`src/rtl/sfq_arith_pkg.sv`:
```
`default_nettype none
// ============================================================================
// Module      : sfq_arith_pkg
// Description : Shared opcode encodings and latency helper for SFQ arithmetic.
// Revision    : 1.0 - initial release
// ============================================================================
package sfq_arith_pkg;

    localparam logic OP_ADD = 1'b0;
    localparam logic OP_SUB = 1'b1;

    // Pipelined ripple adder latency: one clocked stage per result bit.
    function automatic int lat_adder(input int width);
        return width;
    endfunction

endpackage
`default_nettype wire

```
`src/rtl/sfq_fa_cell.sv`:
```
`default_nettype none
// ============================================================================
// Module      : sfq_fa_cell
// Description : One clocked full-adder stage (XOR/AND cell pair) with stall.
// Revision    : 1.0 - initial release
// ============================================================================
module sfq_fa_cell (
    input  logic clk,
    input  logic rst_n,
    input  logic stall,
    input  logic a,
    input  logic b,
    input  logic cin,
    input  logic vld_in,
    output logic sum,
    output logic cout,
    output logic vld_out
);

    logic w_p;
    logic w_g;

    assign w_p = a ^ b;
    assign w_g = a & b;

    always_ff @(posedge clk or negedge rst_n) begin
        if (!rst_n) begin
            sum     <= 1'b0;
            cout    <= 1'b0;
            vld_out <= 1'b0;
        end else if (!stall) begin
            sum     <= w_p ^ cin;
            cout    <= w_g | (w_p & cin);
            vld_out <= vld_in;
        end
    end

endmodule
`default_nettype wire

```
`src/rtl/sfq_pipelined_adder.sv`:
```
`default_nettype none
// ============================================================================
// Module      : sfq_pipelined_adder
// Description : Bit-level pipelined ripple add/subtract; carry advances one
//               bit per clock, operands skewed in and sums deskewed out.
// Revision    : 1.0 - initial release
// ============================================================================
module sfq_pipelined_adder
    import sfq_arith_pkg::*;
#(
    parameter int WIDTH = 8
) (
    input  logic             clk,
    input  logic             rst_n,
    input  logic             stall,
    input  logic             in_valid,
    input  logic             in_sub,
    input  logic [WIDTH-1:0] in_a,
    input  logic [WIDTH-1:0] in_b,
    input  logic             in_cin,
    output logic             out_valid,
    output logic [WIDTH-1:0] out_sum,
    output logic             out_cout,
    output logic             out_ovf
);

    localparam int LATENCY = lat_adder(WIDTH);

    logic [WIDTH-1:0] w_b_eff;
    logic             w_cin0;
    logic [WIDTH-1:0] w_stage_a;
    logic [WIDTH-1:0] w_stage_b;
    logic [WIDTH-1:0] w_stage_cin;
    logic [WIDTH-1:0] w_stage_vld;
    logic [WIDTH-1:0] w_cell_sum;
    logic [WIDTH-1:0] w_cell_cout;
    logic [WIDTH-1:0] w_cell_vld;
    logic [WIDTH-1:0] w_sum_out;
    logic             r_cin_msb;

    // Subtraction is a + ~b + 1; in_cin only matters for addition.
    assign w_b_eff = (in_sub == OP_ADD) ? in_b : ~in_b;
    assign w_cin0  = (in_sub == OP_SUB) ? 1'b1 : in_cin;

    for (genvar k = 0; k < WIDTH; k++) begin : g_bit
        localparam int DEPTH = LATENCY - 1 - k;

        if (k == 0) begin : g_entry
            assign w_stage_a[k]   = in_a[k];
            assign w_stage_b[k]   = w_b_eff[k];
            assign w_stage_cin[k] = w_cin0;
            assign w_stage_vld[k] = in_valid;
        end else begin : g_skew
            logic r_sa [k];
            logic r_sb [k];

            always_ff @(posedge clk or negedge rst_n) begin
                if (!rst_n) begin
                    for (int i = 0; i < k; i++) begin
                        r_sa[i] <= 1'b0;
                        r_sb[i] <= 1'b0;
                    end
                end else if (!stall) begin
                    r_sa[0] <= in_a[k];
                    r_sb[0] <= w_b_eff[k];
                    for (int i = 1; i < k; i++) begin
                        r_sa[i] <= r_sa[i-1];
                        r_sb[i] <= r_sb[i-1];
                    end
                end
            end

            assign w_stage_a[k]   = r_sa[k-1];
            assign w_stage_b[k]   = r_sb[k-1];
            assign w_stage_cin[k] = w_cell_cout[k-1];
            assign w_stage_vld[k] = w_cell_vld[k-1];
        end

        sfq_fa_cell u_cell (
            .clk     (clk),
            .rst_n   (rst_n),
            .stall   (stall),
            .a       (w_stage_a[k]),
            .b       (w_stage_b[k]),
            .cin     (w_stage_cin[k]),
            .vld_in  (w_stage_vld[k]),
            .sum     (w_cell_sum[k]),
            .cout    (w_cell_cout[k]),
            .vld_out (w_cell_vld[k])
        );

        if (DEPTH == 0) begin : g_nodeskew
            assign w_sum_out[k] = w_cell_sum[k];
        end else begin : g_deskew
            logic r_ds [DEPTH];

            always_ff @(posedge clk or negedge rst_n) begin
                if (!rst_n) begin
                    for (int i = 0; i < DEPTH; i++) begin
                        r_ds[i] <= 1'b0;
                    end
                end else if (!stall) begin
                    r_ds[0] <= w_cell_sum[k];
                    for (int i = 1; i < DEPTH; i++) begin
                        r_ds[i] <= r_ds[i-1];
                    end
                end
            end

            assign w_sum_out[k] = r_ds[DEPTH-1];
        end
    end

    // Carry into the MSB, captured on the same edge as the MSB cell.
    always_ff @(posedge clk or negedge rst_n) begin
        if (!rst_n) begin
            r_cin_msb <= 1'b0;
        end else if (!stall) begin
            r_cin_msb <= w_stage_cin[WIDTH-1];
        end
    end

    assign out_valid = w_cell_vld[WIDTH-1];
    assign out_sum   = w_sum_out;
    assign out_cout  = w_cell_cout[WIDTH-1];
    assign out_ovf   = r_cin_msb ^ w_cell_cout[WIDTH-1];

endmodule
`default_nettype wire

```
`config.mk`:
```
export PLATFORM = sky130hd
export DESIGN_NAME = sfq_pipelined_adder
export DESIGN_NICKNAME = d
export VERILOG_FILES = /design/src/rtl/sfq_arith_pkg.sv /design/src/rtl/sfq_fa_cell.sv /design/src/rtl/sfq_pipelined_adder.sv
export SDC_FILE = /design/constraint.sdc
export NUM_CORES = 1
export LEC_CHECK = 0
export BUFFER_PORTS_ARGS = -buffer_cell sky130_fd_sc_hd__buf_2
export CORE_AREA = 4 4 118 120
export DETAILED_ROUTE_END_ITERATION = 8
export DIE_AREA = 0 0 122 124
export PLACE_DENSITY = 0.61
export SETUP_SLACK_MARGIN = 0.05
export SLEW_MARGIN = 20
export SYNTH_ARGS = -nofsm -noshare
export SYNTH_HDL_FRONTEND = slang
export SYNTH_HIERARCHICAL = 1
export SYNTH_SLANG_ARGS = --single-unit
export TNS_END_PERCENT = 1
```
`constraint.sdc`:
```
create_clock -name clk -period 1.7 [get_ports clk]
set_input_delay 0.17 -clock clk [delete_from_list [all_inputs] [get_ports clk]]
set_output_delay 0.17 -clock clk [all_outputs]
set_load 0.03 [all_outputs]
```
==> results.cfg, run 1 <==
[place]
dp_cells = 457
placed_area_um2 = 4930
numPortBuffers = 32
place.gp.congestion = 0.674
place_hpwl_um = 3990

[cts]
cts.path.max_buffers = 2
cts_max_level = 3
cts_root_buf = clkbuf_16
cts.repair.resized = 0
clk_latency_ns = 0.34
path_clk_slew_ns = 0.07
cts_made_buffers = 9
cts.sinks = 109
cts_tree = done

[power]
leakage_nw = 2.42
power.density_nw_per_um2 = 1490
vdd_drop_max_mv = 0.568
power_mw = 7.76

[routing]
antenna_left = 0
routed-via-count = 2065
drc = 0
wl_per_cell_um = 13.2
drt_pass1_iterations = 2
wl_um = 6250
vias_per_cell = 4.36
drt-initial-drc-count = 92

[die]
start_util = 0.354
fp-row-count = 42
io_pins = 33
die_area_um2 = 15100
die_h_um = 124
coreArea_um2 = 13000
die-width_um = 122

[synthesis]
synth_top_family_by_area = multiplexers
synthDistinctLibCells = 12
syn_nets = 292
synthAdderAreaFrac = 0.0348
synth_mux_area_frac = 0.304
synthSimpleGateAreaFrac = 0.00708
synth.avg_cell_area_um2 = 17.5
yosysWarnings = 6
syn_area_um2 = 4600
synth_cells = 262
ys_ff_latch = 109
synth_sequential_area_ratio = 0.594
synth-xor-area-share = 0.0172
synth_compound_area_frac = 0.00762

[timing]
drv_slew = 0
skew_ns = 0.00720
slew_headroom = 0.593
fin_crit_sh = 0.746
fmax_mhz = 789
fin_tns_setup_ns = 0
finalHoldViolCount = 0
setup_violations = 0
worst_pin_slew_ns = 0.610
rsz0062_at_grt = false
min_period_ns = 1.27

[global_routing]
gr-total-overflow = 0
grt_first_pass_wirelength_um = 10900
grt_pass1_vias = 2160
grt_use_total = 0.0912
grt_max_degree = 110
grt_antenna_before_repair = 0

[worst_setup_path]
crit_chain = xor2_1, buf_2
required_ns = 1.53
critical_path_class = reg2out
worst_setup_path_start_kind = flop
worstPathMaxFanout = 3
slowest_stage = dfrtp_1
worst_path_largest_cell_delay_ns = 0.40
end_kind = primary output
critPathArrivalTime_ns = 1.10

[flow_run]
drv_cap = 0

[layout]
fin_nets = 323
utilization = 0.402
final_cells = 474
final_area_um2 = 5220
syn2layout_area_growth_pct = 13.5
final_layout_size_suffix_gt1_frac = 0.523
n_antenna_cell = 0

[worst_hold_path]
hold_class = in2reg

[outcome]
outcome = finished clean
-- report_power, final --
| group | switching [mW] | internal, mW |
|---|---|---|
| combinational | 0.743 | 1.18 |
| clock | 0.910 | 1.04 |
| sequential | 0.472 | 3.42 |
-- stage by stage --
stage | setup slack (ns) | hold WS, ns
floorplan | 0.253 | -0.126
global placement | 0.232 | 0.295
detailed placement | 0.210 | 0.300
CTS | 0.393 | 0.0437
global route | 0.357 | 0.0471
finish | 0.432 | 0.0598
-- cells in the mapped netlist (all sizes together) --
| cell type | n | share of area |
|---|---|---|
| o21ai | 7 | 0.0076 |
| nand2 | 7 | 0.0057 |
| xnor2 | 7 | 0.013 |
| mux2 | 102 | 0.30 |
| fa | 8 | 0.035 |
| xor2 | 2 | 0.0038 |
| dfrtp | 109 | 0.59 |
| or2 | 1 | 0.0014 |
| buf | 19 | 0.036 |
-- worst paths after layout --
kind	startpoint	to	slack [ns]	depth (start not counted)
worst min-delay path	in_a[4]	g_bit[4].g_skew.r_sa[3]	0.06	2
worst min register to register	g_bit[2].g_skew.r_sb[1]	g_bit[2].g_skew.r_sb[1]	0.48	2
max in group asynchronous	rst_n	g_bit[4].g_skew.r_sb[1]	0.80	3
min in group asynchronous	rst_n	r_cin_msb	0.40	3
worst max register to register	g_bit[4].g_skew.r_sa[0]	g_bit[4].u_cell/sum	0.43	2
worst max-delay path	g_bit[7].u_cell/cout	out_ovf	0.43	2
-- sequential cells by signal, indices dropped and copies added, names as in the netlist --
register              count
r_cin_msb                 1
out_sum                   6
g_bit.g_skew.r_sa        28
g_bit.g_skew.r_sb        28
g_bit.u_cell/sum          8
g_bit.g_deskew.r_ds      22
g_bit.u_cell/cout         8
g_bit.u_cell/vld_out      8
-- cells in the final DEF, fill, tap and decap left out, drive strengths merged, types with 2 or more instances in the layout --
cell type and n:
dfrtp 109, xor2 2, o21ai 7, mux2 102, clkbuf 11, buf 38
clkinv 3, xnor2 7, nand2 7, fa 8
-- metal layers --
metal	track usage	routed length, um	share of wire	up-vias
met4	0.0420	128	0.020	0
met3	0.0263	251	0.040	11
met5	0	0	0	-
li1	-	-	-	969
met1	0.131	3190	0.51	1055
met2	0.127	2680	0.43	30
-- logic make-up (layout without fill, tap and decap cells) --
group	count (synthesis)	count (layout)
flops	109	109
mux	102	102
buf+inv	19	55
xor+xnor	9	9
fa+ha+maj	8	8
simple gates	8	8
compound gates	7	7
-- critical path, delay by kind of cell, from the launching register on --
family	cells	cell delay, ns
flip-flops	1	0.40
buffers and inverters	1	0.21
XOR/XNOR	1	0.15
-- area by class of cell --
| class | instances | area (um2) |
|---|---|---|
| multi-input cells | 134 | 1700 |
| repair buffers | 39 | 287 |
| well taps | 176 | 220 |
| clock inverters | 5 | 35.0 |
| flip-flops and latches | 109 | 2730 |
| fillers | 1205 | 7760 |
| clock buffers | 11 | 243 |
-- timing repair --
| action | CTS | global route |
|---|---|---|
| endpoints found under the hold margin | 109 | 0 |
| hold buffers | 1 | 0 |
| buffers inserted | 0 | 0 |
No activity file was read; power rests on OpenSTA's default activity.
==> inputs of run 2 (changes only) <==
- ABC_AREA: unset -> 1
- CORE_AREA: 4 4 118 120 -> 4 4 116 118
- DIE_AREA: 0 0 122 124 -> 0 0 120 122
- PLACE_DENSITY: 0.61 -> 0.63
- clock period: 1.7 -> 1.1 ns (I/O delays scaled with it)
==> results.cfg, run 2 <==
[worst_setup_path]
end_kind = primary output
worst_setup_path_start_kind = flop
timing.rr.end = g_bit[6].u_cell/sum
worstPathMaxFanout = 2
required_ns = 0.99
rr_startpoint = g_bit[6].g_skew.r_sa[0]
critPathArrivalTime_ns = 1.06
ff2ff_setup_slack_ns = -0.03
critical_path_class = reg2out
r2r_cells = 3

[timing]
skew_ns = 0.00408
min_period_ns = 1.17
worst_slack_ns = -0.0736
setup_violations = 5
rsz0062_at_grt = true
drv_slew = 0
slew_headroom = 0.764
fmax_mhz = 852
whs_ns = 0.00620
finalHoldViolCount = 0
fin_crit_sh = 1.07
worst_pin_slew_ns = 0.354

[layout]
top_regs = g_bit.g_skew.r_sa: 28 flops, g_bit.g_skew.r_sb: 28 flops, g_bit.g_deskew.r_ds: 22 flops
syn2layout_area_growth_pct = 17.0
n_antenna_cell = 0
layout_common_cells = nand2_1 (226), dfrtp_1 (109), o21ai_0 (36)
num-fill-cells = 1245
final_common_cell = nand2_1
final_layout_size_suffix_gt1_frac = 0.134
fin_nets = 542

[power]
power.density_nw_per_um2 = 1900
power_frac_clock = 0.345
vdd_drop_max_mv = 0.717
p_seq_frac = 0.509
p_comb_frac = 0.146
leakage_nw = 2.70
swShare = 0.263
p_switching_mw = 2.60
p_int_mw = 7.27
power_mw = 9.87

[global_routing]
grt_antenna_before_repair = 0
grt_use_total = 0.112
grt_max_degree = 82
grt_pass1_vias = 2938
gr-total-overflow = 0
grt_first_pass_wirelength_um = 13400

[synthesis]
yosys.area.top_type = dfrtp_1
synth-edff-count = 0
synth_sequential_area_ratio = 0.615
synth.avg_cell_area_um2 = 9.27
syn_area_um2 = 4430
synthArstFlopShare = 1.00
synth.top_cells.by_count = nand2_1 (226), dfrtp_1 (109), o21ai_0 (36)
ys_ff_latch = 109
synthDistinctLibCells = 15
syn_nets = 508
synth_top_area_frac = 0.615
synth_cells = 478
yosysWarnings = 6
synth_flop_cell = dfrtp_1
yosysMostFrequentCell = nand2_1
yosys-top-cells-area = dfrtp_1 (62%), nand2_1 (19%), o21ai_0 (4.1%), fa_1 (3.6%), inv_1 (3.0%)

[routing]
wl_um = 7550
drc = 0
drt-initial-drc-count = 194
antenna_left = 0
routed-via-count = 2912
drt_pass1_iterations = 4
wl_per_cell_um = 11.0
vias_per_cell = 4.23

[cts]
cts.sinks = 109
cts_root_buf = clkbuf_16
cts_tree = done
clk_latency_ns = 0.34
cts_made_buffers = 9
cts.path.max_buffers = 2
cts_max_level = 3
path_clk_slew_ns = 0.07

[place]
place_hpwl_um = 4890
numPortBuffers = 32
place.gp.congestion = 0.726

[outcome]
outcome = complete, but fails checks
violations = setup timing

[die]
die-width_um = 120
fp-row-count = 41
coreArea_um2 = 12500
die_h_um = 122
die_area_um2 = 14600
io_pins = 33
start_util = 0.356

[worst_hold_path]
hold_depth = 3
hp-start = in_a[4]
hold_class = in2reg
hold_end = g_bit[4].g_skew.r_sa[3]

[flow_run]
drv_cap = 0
-- run 2: worst max-delay path, stage by stage (launching register included) --
cell and delay, ns:
dfrtp_1 0.40, xor2_2 0.18, buf_6 0.14
-- run 2: power by group through the flow --
stage / sequential, mW / clock (mW) / combinational, mW
6_report: 5.02 / 3.40 / 1.44
5_1_grt: 5.11 / 3.66 / 1.68
4_1_cts: 5.03 / 3.50 / 1.47
3_5_place_dp: 5.10 / 0 / 1.42
3_3_place_gp: 5.08 / 0 / 1.37
2_1_floorplan: 5.03 / 0 / 1.07
-- run 2: stage by stage --
step	setup TNS (ns)	area (um2)	std cells	util	worst slack, ns
6_report	-0.118	5180	688	0.416	-0.0736
5_1_grt	-0.499	5180	688	0.416	-0.112
4_1_cts	-0.114	5180	688	0.415	-0.0874
3_5_place_dp	-0.0923	4770	664	0.382	-0.0701
3_3_place_gp	-0.0379	4770	664	0.382	-0.0379
2_1_floorplan	-0.0371	4440	478	-	-0.0371
-- run 2: logic make-up (layout without fill, tap and decap cells) --
logic type / count (synthesis) / after routing / share of synthesized area
compound gates: 54 / 54 / 0.0618
xor+xnor: 2 / 2 / 0.00395
fa+ha+maj: 8 / 8 / 0.0361
buf+inv: 71 / 109 / 0.0819
flops: 109 / 109 / 0.615
simple gates: 234 / 234 / 0.201
-- run 2: area by class of cell --
cell class                      count  area [um2]  share of cell area
Timing Repair Buffer               50         407              0.0784
Sequential cell                   109        2730               0.526
Inverter                           44         165              0.0319
Multi-Input combinational cell    298        1350               0.261
Clock inverter                      4        72.6              0.0140
Clock buffer                       11         243              0.0468
Tap cell                          172         215              0.0415
-- run 2: worst max-delay path by stage --
stage	from	to	slack, ns	cells past startpoint
2_1_floorplan	in_sub	g_bit[0].u_cell/sum	-0.04	5
3_3_place_gp	in_sub	g_bit[0].u_cell/sum	-0.04	5
3_5_place_dp	in_sub	g_bit[0].u_cell/sum	-0.07	5
4_1_cts	r_cin_msb	out_ovf	-0.09	2
5_1_grt	r_cin_msb	out_ovf	-0.11	2
6_report	r_cin_msb	out_ovf	-0.07	2
-- run 2: layer usage --
layer	global-route usage	up-vias	wire length, um
li1	-	1504	-
met1	0.138	1373	3600
met2	0.193	31	3650
met3	0.0353	4	240
met4	0.0301	0	60
met5	0	-	0
-- run 2: repair_timing --
item	4_1_cts	5_1_grt
resized for setup	2	5
cloned	0	0
setup endpoints to repair	15	18
hold endpoints to repair	116	0
hold buffers	8	0
buffers inserted	1	0
pin swaps	10	2
